`src/rtl/mem_stage_if.sv`:
```
// -----------------------------------------------------------------------------
// mem_stage_if
//
// Port B bundle between the memory-access stage and the scratch-pad memory.
// The SPM samples these signals on the falling edge of the pipeline clock.
//
//   spm_addr     word address (byte address [31:2])
//   spm_as_      address strobe, active-low
//   spm_rw       1 = READ, 0 = WRITE
//   spm_wr_data  write data
//   spm_rd_data  read data returned by the SPM
//
// Modports: master = mem_stage side, slave = SPM side.
// -----------------------------------------------------------------------------
interface mem_stage_if;
  logic [29:0] spm_addr;
  logic        spm_as_;
  logic        spm_rw;
  logic [31:0] spm_wr_data;
  logic [31:0] spm_rd_data;

  modport master (
    output spm_addr,
    output spm_as_,
    output spm_rw,
    output spm_wr_data,
    input  spm_rd_data
  );

  modport slave (
    input  spm_addr,
    input  spm_as_,
    input  spm_rw,
    input  spm_wr_data,
    output spm_rd_data
  );
endinterface

```
`src/rtl/mem_stage.sv`:
```
// -----------------------------------------------------------------------------
// mem_stage
//
// Memory-access stage of the five-stage pipeline. Consumes the EX/MEM register,
// drives SPM port B and registers the MEM/WB outputs feeding the GPR write
// port. Little-endian memory.
//   - aligned word loads/stores go straight to the SPM;
//   - sub-word loads pick and extend a lane of the read word;
//   - sub-word stores (STB/STH) are a two-cycle read-modify-write: the first
//     cycle reads the word and raises busy, the second writes the merged word.
//
// Ports:
//   clk             pipeline clock (the SPM runs on its inverse)
//   reset           asynchronous reset, active-low
//   stall           hold MEM/WB and suppress SPM access
//   flush           load a bubble into MEM/WB, abort a pending RMW
//   ex_en .. ex_out EX/MEM pipeline register contents
//   spm             SPM port B (mem_stage_if.master)
//   busy            combinational stall request to upstream stages
//   miss_align      registered misalignment flag
//   mem_en, mem_dst_addr, mem_gpr_we_, mem_out   MEM/WB register
//
// Build option:
//   MEM_MISALIGN_CHK_EN  when defined, misaligned LDW/STW/LDH/LDHU/STH perform
//                        no SPM access, raise miss_align and block the GPR
//                        write. When undefined, the offending low address bits
//                        are ignored and miss_align stays 0.
// -----------------------------------------------------------------------------
module mem_stage (
  input  logic        clk,
  input  logic        reset,
  input  logic        stall,
  input  logic        flush,
  input  logic        ex_en,
  input  logic [3:0]  ex_mem_op,
  input  logic [31:0] ex_mem_wr_data,
  input  logic [4:0]  ex_dst_addr,
  input  logic        ex_gpr_we_,
  input  logic [31:0] ex_out,
  mem_stage_if.master spm,
  output logic        busy,
  output logic        miss_align,
  output logic        mem_en,
  output logic [4:0]  mem_dst_addr,
  output logic        mem_gpr_we_,
  output logic [31:0] mem_out
);

  typedef enum logic [3:0] {
    MEM_OP_NOP  = 4'd0,
    MEM_OP_LDW  = 4'd1,
    MEM_OP_LDH  = 4'd2,
    MEM_OP_LDHU = 4'd3,
    MEM_OP_LDB  = 4'd4,
    MEM_OP_LDBU = 4'd5,
    MEM_OP_STW  = 4'd6,
    MEM_OP_STH  = 4'd7,
    MEM_OP_STB  = 4'd8
  } mem_op_e;

  typedef enum logic {
    IDLE   = 1'b0,
    RMW_WR = 1'b1
  } state_e;

  localparam logic SPM_READ  = 1'b1;
  localparam logic SPM_WRITE = 1'b0;

  // ---------------------------------------------------------------------------
  // State
  // ---------------------------------------------------------------------------
  state_e      state_q,        state_d;
  logic [31:0] merge_q,        merge_d;
  logic        mem_en_q,       mem_en_d;
  logic [4:0]  mem_dst_addr_q, mem_dst_addr_d;
  logic        mem_gpr_we_q,   mem_gpr_we_d;
  logic [31:0] mem_out_q,      mem_out_d;
  logic        miss_align_q,   miss_align_d;

  // ---------------------------------------------------------------------------
  // Op decode and access qualification
  // ---------------------------------------------------------------------------
  mem_op_e op;
  logic    is_load;
  logic    is_store;
  logic    is_sub_store;
  logic    miss;
  logic    access_ok;

  assign op = mem_op_e'(ex_mem_op);

  always_comb begin
    is_load      = op inside {MEM_OP_LDW, MEM_OP_LDH, MEM_OP_LDHU,
                              MEM_OP_LDB, MEM_OP_LDBU};
    is_sub_store = op inside {MEM_OP_STH, MEM_OP_STB};
    is_store     = is_sub_store || (op == MEM_OP_STW);
`ifdef MEM_MISALIGN_CHK_EN
    miss = ((op inside {MEM_OP_LDW, MEM_OP_STW}) && (ex_out[1:0] != 2'b00)) ||
           ((op inside {MEM_OP_LDH, MEM_OP_LDHU, MEM_OP_STH}) && ex_out[0]);
`else
    miss = 1'b0;
`endif
    // The reset term keeps the strobe and busy quiet for as long as reset is
    // held, not just until the first clock edge.
    access_ok = reset && ex_en && (is_load || is_store) &&
                !stall && !flush && !miss;
  end

  // ---------------------------------------------------------------------------
  // Load lane extraction and store-lane merge
  // ---------------------------------------------------------------------------
  logic [7:0]  byte_sel;
  logic [15:0] half_sel;
  logic [31:0] load_data;
  logic [31:0] merge_word;

  always_comb begin
    // NOTE: every variable assigned in an always_comb gets a default on entry,
    // so no path through the case/if tree can leave it unassigned and infer a
    // latch.
    byte_sel   = spm.spm_rd_data[7:0];
    half_sel   = spm.spm_rd_data[15:0];
    load_data  = ex_out;
    merge_word = spm.spm_rd_data;

    case (ex_out[1:0])
      2'd0:    byte_sel = spm.spm_rd_data[7:0];
      2'd1:    byte_sel = spm.spm_rd_data[15:8];
      2'd2:    byte_sel = spm.spm_rd_data[23:16];
      default: byte_sel = spm.spm_rd_data[31:24];
    endcase
    half_sel = ex_out[1] ? spm.spm_rd_data[31:16] : spm.spm_rd_data[15:0];

    case (op)
      MEM_OP_LDW:  load_data = spm.spm_rd_data;
      MEM_OP_LDH:  load_data = {{16{half_sel[15]}}, half_sel};
      MEM_OP_LDHU: load_data = {16'h0000, half_sel};
      MEM_OP_LDB:  load_data = {{24{byte_sel[7]}}, byte_sel};
      MEM_OP_LDBU: load_data = {24'h000000, byte_sel};
      default:     load_data = ex_out;
    endcase

    // Only the target lane of the freshly read word is replaced.
    if (op == MEM_OP_STB) begin
      merge_word[{ex_out[1:0], 3'b000} +: 8] = ex_mem_wr_data[7:0];
    end else if (op == MEM_OP_STH) begin
      merge_word[{ex_out[1], 4'b0000} +: 16] = ex_mem_wr_data[15:0];
    end
  end

  // ---------------------------------------------------------------------------
  // SPM control FSM (next state, merge buffer, SPM strobes, busy)
  // ---------------------------------------------------------------------------
  logic        spm_as_n;
  logic        spm_rw_sel;
  logic [31:0] spm_wdata;

  always_comb begin
    state_d    = state_q;
    merge_d    = merge_q;
    spm_as_n   = 1'b1;
    spm_rw_sel = SPM_READ;
    spm_wdata  = ex_mem_wr_data;
    busy       = 1'b0;

    case (state_q)
      IDLE: begin
        if (access_ok) begin
          spm_as_n = 1'b0;
          if (is_sub_store) begin
            // Read phase of the RMW: upstream must hold the EX inputs so the
            // same store is presented again during the write phase.
            busy    = 1'b1;
            merge_d = merge_word;
            state_d = RMW_WR;
          end else if (op == MEM_OP_STW) begin
            spm_rw_sel = SPM_WRITE;
          end
        end
      end

      RMW_WR: begin
        spm_wdata = merge_q;
        if (flush) begin
          // Aborted: the merged word is dropped, never written.
          state_d = IDLE;
        end else if (!stall) begin
          spm_as_n   = 1'b0;
          spm_rw_sel = SPM_WRITE;
          state_d    = IDLE;
        end
        // Stalled: stay here with the strobe idle; the write goes out once.
      end

      default: state_d = IDLE;
    endcase
  end

  assign spm.spm_addr    = ex_out[31:2];
  assign spm.spm_as_     = spm_as_n;
  assign spm.spm_rw      = spm_rw_sel;
  assign spm.spm_wr_data = spm_wdata;

  // ---------------------------------------------------------------------------
  // MEM/WB register next-state
  // ---------------------------------------------------------------------------
  always_comb begin
    mem_en_d       = mem_en_q;
    mem_dst_addr_d = mem_dst_addr_q;
    mem_gpr_we_d   = mem_gpr_we_q;
    mem_out_d      = mem_out_q;
    miss_align_d   = miss_align_q;

    if (flush) begin
      mem_en_d       = 1'b0;
      mem_dst_addr_d = 5'd0;
      mem_gpr_we_d   = 1'b1;
      mem_out_d      = 32'h0000_0000;
      miss_align_d   = 1'b0;
    end else if (!stall && !busy) begin
      mem_en_d       = ex_en;
      mem_dst_addr_d = ex_dst_addr;
      // Stores never write a GPR; a misaligned access is cancelled outright.
      mem_gpr_we_d   = (is_store || miss) ? 1'b1 : ex_gpr_we_;
      mem_out_d      = is_load ? load_data : ex_out;
      miss_align_d   = ex_en && miss;
    end
  end

  // ---------------------------------------------------------------------------
  // Registers
  // ---------------------------------------------------------------------------
  // NOTE: sequential state is updated only with non-blocking assignments so
  // every flop samples the values computed before the edge, independent of the
  // order in which the simulator evaluates processes.
  always_ff @(posedge clk or negedge reset) begin
    if (!reset) begin
      state_q        <= IDLE;
      // NOTE: the merge buffer is a single word register, not a memory array,
      // so it is cheap to reset and guarantees a known value after reset.
      merge_q        <= 32'h0000_0000;
      mem_en_q       <= 1'b0;
      mem_dst_addr_q <= 5'd0;
      mem_gpr_we_q   <= 1'b1;
      mem_out_q      <= 32'h0000_0000;
      miss_align_q   <= 1'b0;
    end else begin
      state_q        <= state_d;
      merge_q        <= merge_d;
      mem_en_q       <= mem_en_d;
      mem_dst_addr_q <= mem_dst_addr_d;
      mem_gpr_we_q   <= mem_gpr_we_d;
      mem_out_q      <= mem_out_d;
      miss_align_q   <= miss_align_d;
    end
  end

  assign mem_en       = mem_en_q;
  assign mem_dst_addr = mem_dst_addr_q;
  assign mem_gpr_we_  = mem_gpr_we_q;
  assign mem_out      = mem_out_q;
  assign miss_align   = miss_align_q;

endmodule

```
`src/flat_wrapper.sv`:
```
// flat-port wrapper written by rule: the top's interface ports become plain ports
module mem_stage_flat 
  (clk, reset, stall, flush, ex_en, ex_mem_op, ex_mem_wr_data, ex_dst_addr, ex_gpr_we_, ex_out, busy, miss_align, mem_en, mem_dst_addr, mem_gpr_we_, mem_out, spm_spm_addr, spm_spm_as_, spm_spm_rw, spm_spm_wr_data, spm_spm_rd_data);
  mem_stage_if spm_i ();
  input  logic clk;
  input  logic reset;
  input  logic stall;
  input  logic flush;
  input  logic ex_en;
  input  logic [3:0] ex_mem_op;
  input  logic [31:0] ex_mem_wr_data;
  input  logic [4:0] ex_dst_addr;
  input  logic ex_gpr_we_;
  input  logic [31:0] ex_out;
  output logic busy;
  output logic miss_align;
  output logic mem_en;
  output logic [4:0] mem_dst_addr;
  output logic mem_gpr_we_;
  output logic [31:0] mem_out;
  output wire logic [$bits(spm_i.spm_addr)-1:0] spm_spm_addr;
  output wire logic [$bits(spm_i.spm_as_)-1:0] spm_spm_as_;
  output wire logic [$bits(spm_i.spm_rw)-1:0] spm_spm_rw;
  output wire logic [$bits(spm_i.spm_wr_data)-1:0] spm_spm_wr_data;
  input wire logic [$bits(spm_i.spm_rd_data)-1:0] spm_spm_rd_data;
  assign spm_spm_addr = spm_i.spm_addr;
  assign spm_spm_as_ = spm_i.spm_as_;
  assign spm_spm_rw = spm_i.spm_rw;
  assign spm_spm_wr_data = spm_i.spm_wr_data;
  assign spm_i.spm_rd_data = spm_spm_rd_data;
  mem_stage u_core (.clk(clk), .reset(reset), .stall(stall), .flush(flush), .ex_en(ex_en), .ex_mem_op(ex_mem_op), .ex_mem_wr_data(ex_mem_wr_data), .ex_dst_addr(ex_dst_addr), .ex_gpr_we_(ex_gpr_we_), .ex_out(ex_out), .spm(spm_i), .busy(busy), .miss_align(miss_align), .mem_en(mem_en), .mem_dst_addr(mem_dst_addr), .mem_gpr_we_(mem_gpr_we_), .mem_out(mem_out));
endmodule
```
`config.mk`:
```
export PLATFORM = sky130hd
export DESIGN_NAME = mem_stage_flat
export DESIGN_NICKNAME = d
export VERILOG_FILES = /design/src/rtl/mem_stage_if.sv /design/src/rtl/mem_stage.sv /design/src/flat_wrapper.sv
export SDC_FILE = /design/constraint.sdc
export NUM_CORES = 1
export LEC_CHECK = 0
export ABC_AREA = 1
export BUFFER_PORTS_ARGS = -buffer_cell sky130_fd_sc_hd__buf_4
export CAP_MARGIN = 10
export CORE_UTILIZATION = 25
export DETAILED_ROUTE_END_ITERATION = 8
export SLEW_MARGIN = 5
export SYNTH_ARGS = -nofsm -noshare
export SYNTH_HDL_FRONTEND = slang
export SYNTH_SLANG_ARGS = --single-unit
```
`constraint.sdc`:
```
create_clock -name clk -period 1.62 [get_ports clk]
set_input_delay 0.081 -clock clk [delete_from_list [all_inputs] [get_ports clk]]
set_output_delay 0.081 -clock clk [all_outputs]
set_load 0.03 [all_outputs]
```
==> summary.txt <==
Post-synthesis cell type count -> 31
Clk Latency, worst-skew pair -> 0.34 ns
DR pass1 iterations -> 5
Routed WL -> 25,400 µm
RSZ-0062 raised after global routing -> yes
Syn avg cell area -> 6.02 µm²
Placer Congestion -> 0.929
Diodes inserted -> 0
Die Span Y -> 158 µm
Post-synth ARST share -> 1.00
DR WL/cell -> 16.7 µm
CORE AREA -> 0.0238 mm²
Power Dens Cells -> 700 mW/mm²
Hold Fails Final Rpt -> 0
Max H-tree Level -> 3
WHS Path Cells -> 3
Final critical-path required period -> 1.57 ns
Fin nets -> 1,320
#FFs+latches synth -> 72
Netlist Area Pre-Place -> 0.00611 mm²
IO Count -> 216
Worst-path clk slew -> 0.06 ns
Critical Path, Cell by Cell -> buf_12 > o21ai_1 > buf_4
CP Capture Type -> output pin
DRT antenna net count -> 0
DRT iter0 DRCs -> 758
Total power -> 6.02 mW
Port Buf Inserts -> 214
FF-to-FF path depth -> 6
Status -> complete, no violations
Most common cell in the netlist -> nand2_1
Synth cell count leaders -> 321 x nand2_1, 158 x nand3_1, 98 x nor2_1
Fmax -> 635 MHz
Grt total ovfl -> 0
Top cells by area, synth -> dfrtp_1 29%, nand2_1 20%, nand3_1 13%, nor2_1 6.0%, o21ai_0 5.8%
DP Wirelength -> 18,700 µm
First-pass GRT wire length -> 37,300 µm
Setup violations, final -> 0
Tot GR Track Use -> 0.196
HP Class -> primary input to flip-flop
Fraction of layout cells with a size suffix above 1 -> 0.272
Yosys top cell by area -> dfrtp_1
Initial Utilization -> 0.257
Area delta synth->final -> 40.7%
Site row count -> 56
Clock skew -> 0.00702 ns
Max cap viols -> 0
Gate Count Post-Synth -> 1,016
EDFF count, synth -> 0
Clock Tree Root -> clkbuf_16
CP max-delay cell -> dfrtp_2
Critical Path RT -> 1.54 ns
Register area share after synthesis -> 0.295
Post-layout util -> 0.362
Fin crit share -> 0.971
Crit Path Class -> flip-flop to output pin
Pleak -> 4.53 nW
CTS buffer count -> 9
Startpoint types -> flip-flop
Die W -> 158 µm
TritonCTS clock tree -> yes
Most used flip-flop cell after synthesis -> dfrtp_1
Vias in the first global route -> 6,543
Clock Path Buffers -> 2
Die ar. -> 0.0251 mm²
# DRC -> 0
Synth top area share -> 0.291
Initial antenna violation count -> 1
WP data arrival -> 1.49 ns
Mapped Nets -> 1,132
YS warnings -> 0
Drt via density -> 4.89
Fin. max-slew vios -> 0
Crit Path Max Fanout -> 20
Minimum hold slack -> 0.0299 ns
Largest net degree at the start of global routing -> 73
Vias -> 7,462
Max incr delay on CP -> 0.45 ns
Clock sinks -> 72
Peak VDD IR -> 0.535 mV
## per-stage QoR
step / area [µm²] / std cells / setup TNS [ns] / setup WS [ns]
after floorplan: 6180 / 1016 / 0 / 0.00811
after global placement: 8110 / 1497 / 0 / 0.129
after detailed placement: 8110 / 1497 / 0 / 0.0764
after CTS: 8480 / 1519 / -0.0312 / -0.0176
after global routing: 8600 / 1527 / -0.0289 / -0.0136
final: 8600 / 1527 / 0 / 0.0463
## path summary, 6_finish.rpt
kind / slack (ns) / start / to
worst min register to register: 0.47 / u_core.mem_en / u_core.mem_en
worst min-delay path: 0.03 / ex_gpr_we_ / u_core.mem_gpr_we_
worst max register to register: 0.15 / u_core.state_q / u_core.mem_out[1]
max in group asynchronous: 0.80 / reset / u_core.mem_gpr_we_
worst max-delay path: 0.05 / u_core.state_q / spm_spm_wr_data[1]
min in group asynchronous: 0.40 / reset / u_core.merge_q[11]
## logic make-up after synthesis
kind of cell,Yosys count,synth area share
buffers and inverters,177,0.133
adder cells (fa/ha/maj),5,0.0102
AO/OA/AOI/OAI,115,0.104
flip-flops,72,0.295
AND/OR/NAND/NOR,646,0.457
other,1,0.000613
## cell usage in the layout, fill, tap and decap left out, drive strengths merged
cell           n
clkinv         6
dfstp          1
o31ai          1
nor2         100
o221ai         8
inv           74
or2           23
nand3        160
nand4         24
conb           1
o22ai         11
clkbuf        13
nor3          13
nand3b         1
bufinv         1
nand2        324
ha             5
o211ai         6
a21oi         17
dfrtp         71
buf          268
nor4           1
dlygate4sd3    7
o21ai         72
## sequential cells by signal (all words and copies together), names as in the netlist
register,flops
u_core.mem_en,1
u_core.state_q,1
u_core.mem_dst_addr,5
u_core.merge_q,32
u_core.mem_out,32
u_core.mem_gpr_we_,1
## layout make-up
cell class / count / area (µm²)
well taps: 319 / 399
clock inverters: 4 / 45.0
fillers: 2633 / 15100
clock buffers: 11 / 243
flip-flops and latches: 72 / 1800
multi-input cells: 767 / 3520
repair buffers: 277 / 2290
inverters: 77 / 299
## power breakdown
part	internal (mW)	switching (mW)
combinational	0.744	1.17
clock	1.22	0.811
sequential	1.98	0.101
## routing by layer
layer  track usage  wire length [µm]
met5             0                 0
met4        0.0467               446
met3        0.0414              1880
met2         0.305             11400
met1         0.273             11800
## worst max-delay path, delay by kind of cell (launching register included)
family                 cells  cell delay [ns]
flip-flops                 1             0.45
buffers and inverters      2             0.40
AO/OA/AOI/OAI              1             0.29
## repair_timing
| item | in CTS | in global routing |
|---|---|---|
| cloned | 0 | 2 |
| hold endpoints to repair | 77 | 0 |
| pin swaps | 0 | 1 |
| gates resized for setup | 7 | 10 |
| hold buffers | 7 | 0 |
| setup endpoints to repair | 4 | 22 |
| buffers inserted | 0 | 6 |
Power figures use the tool's default switching activity.
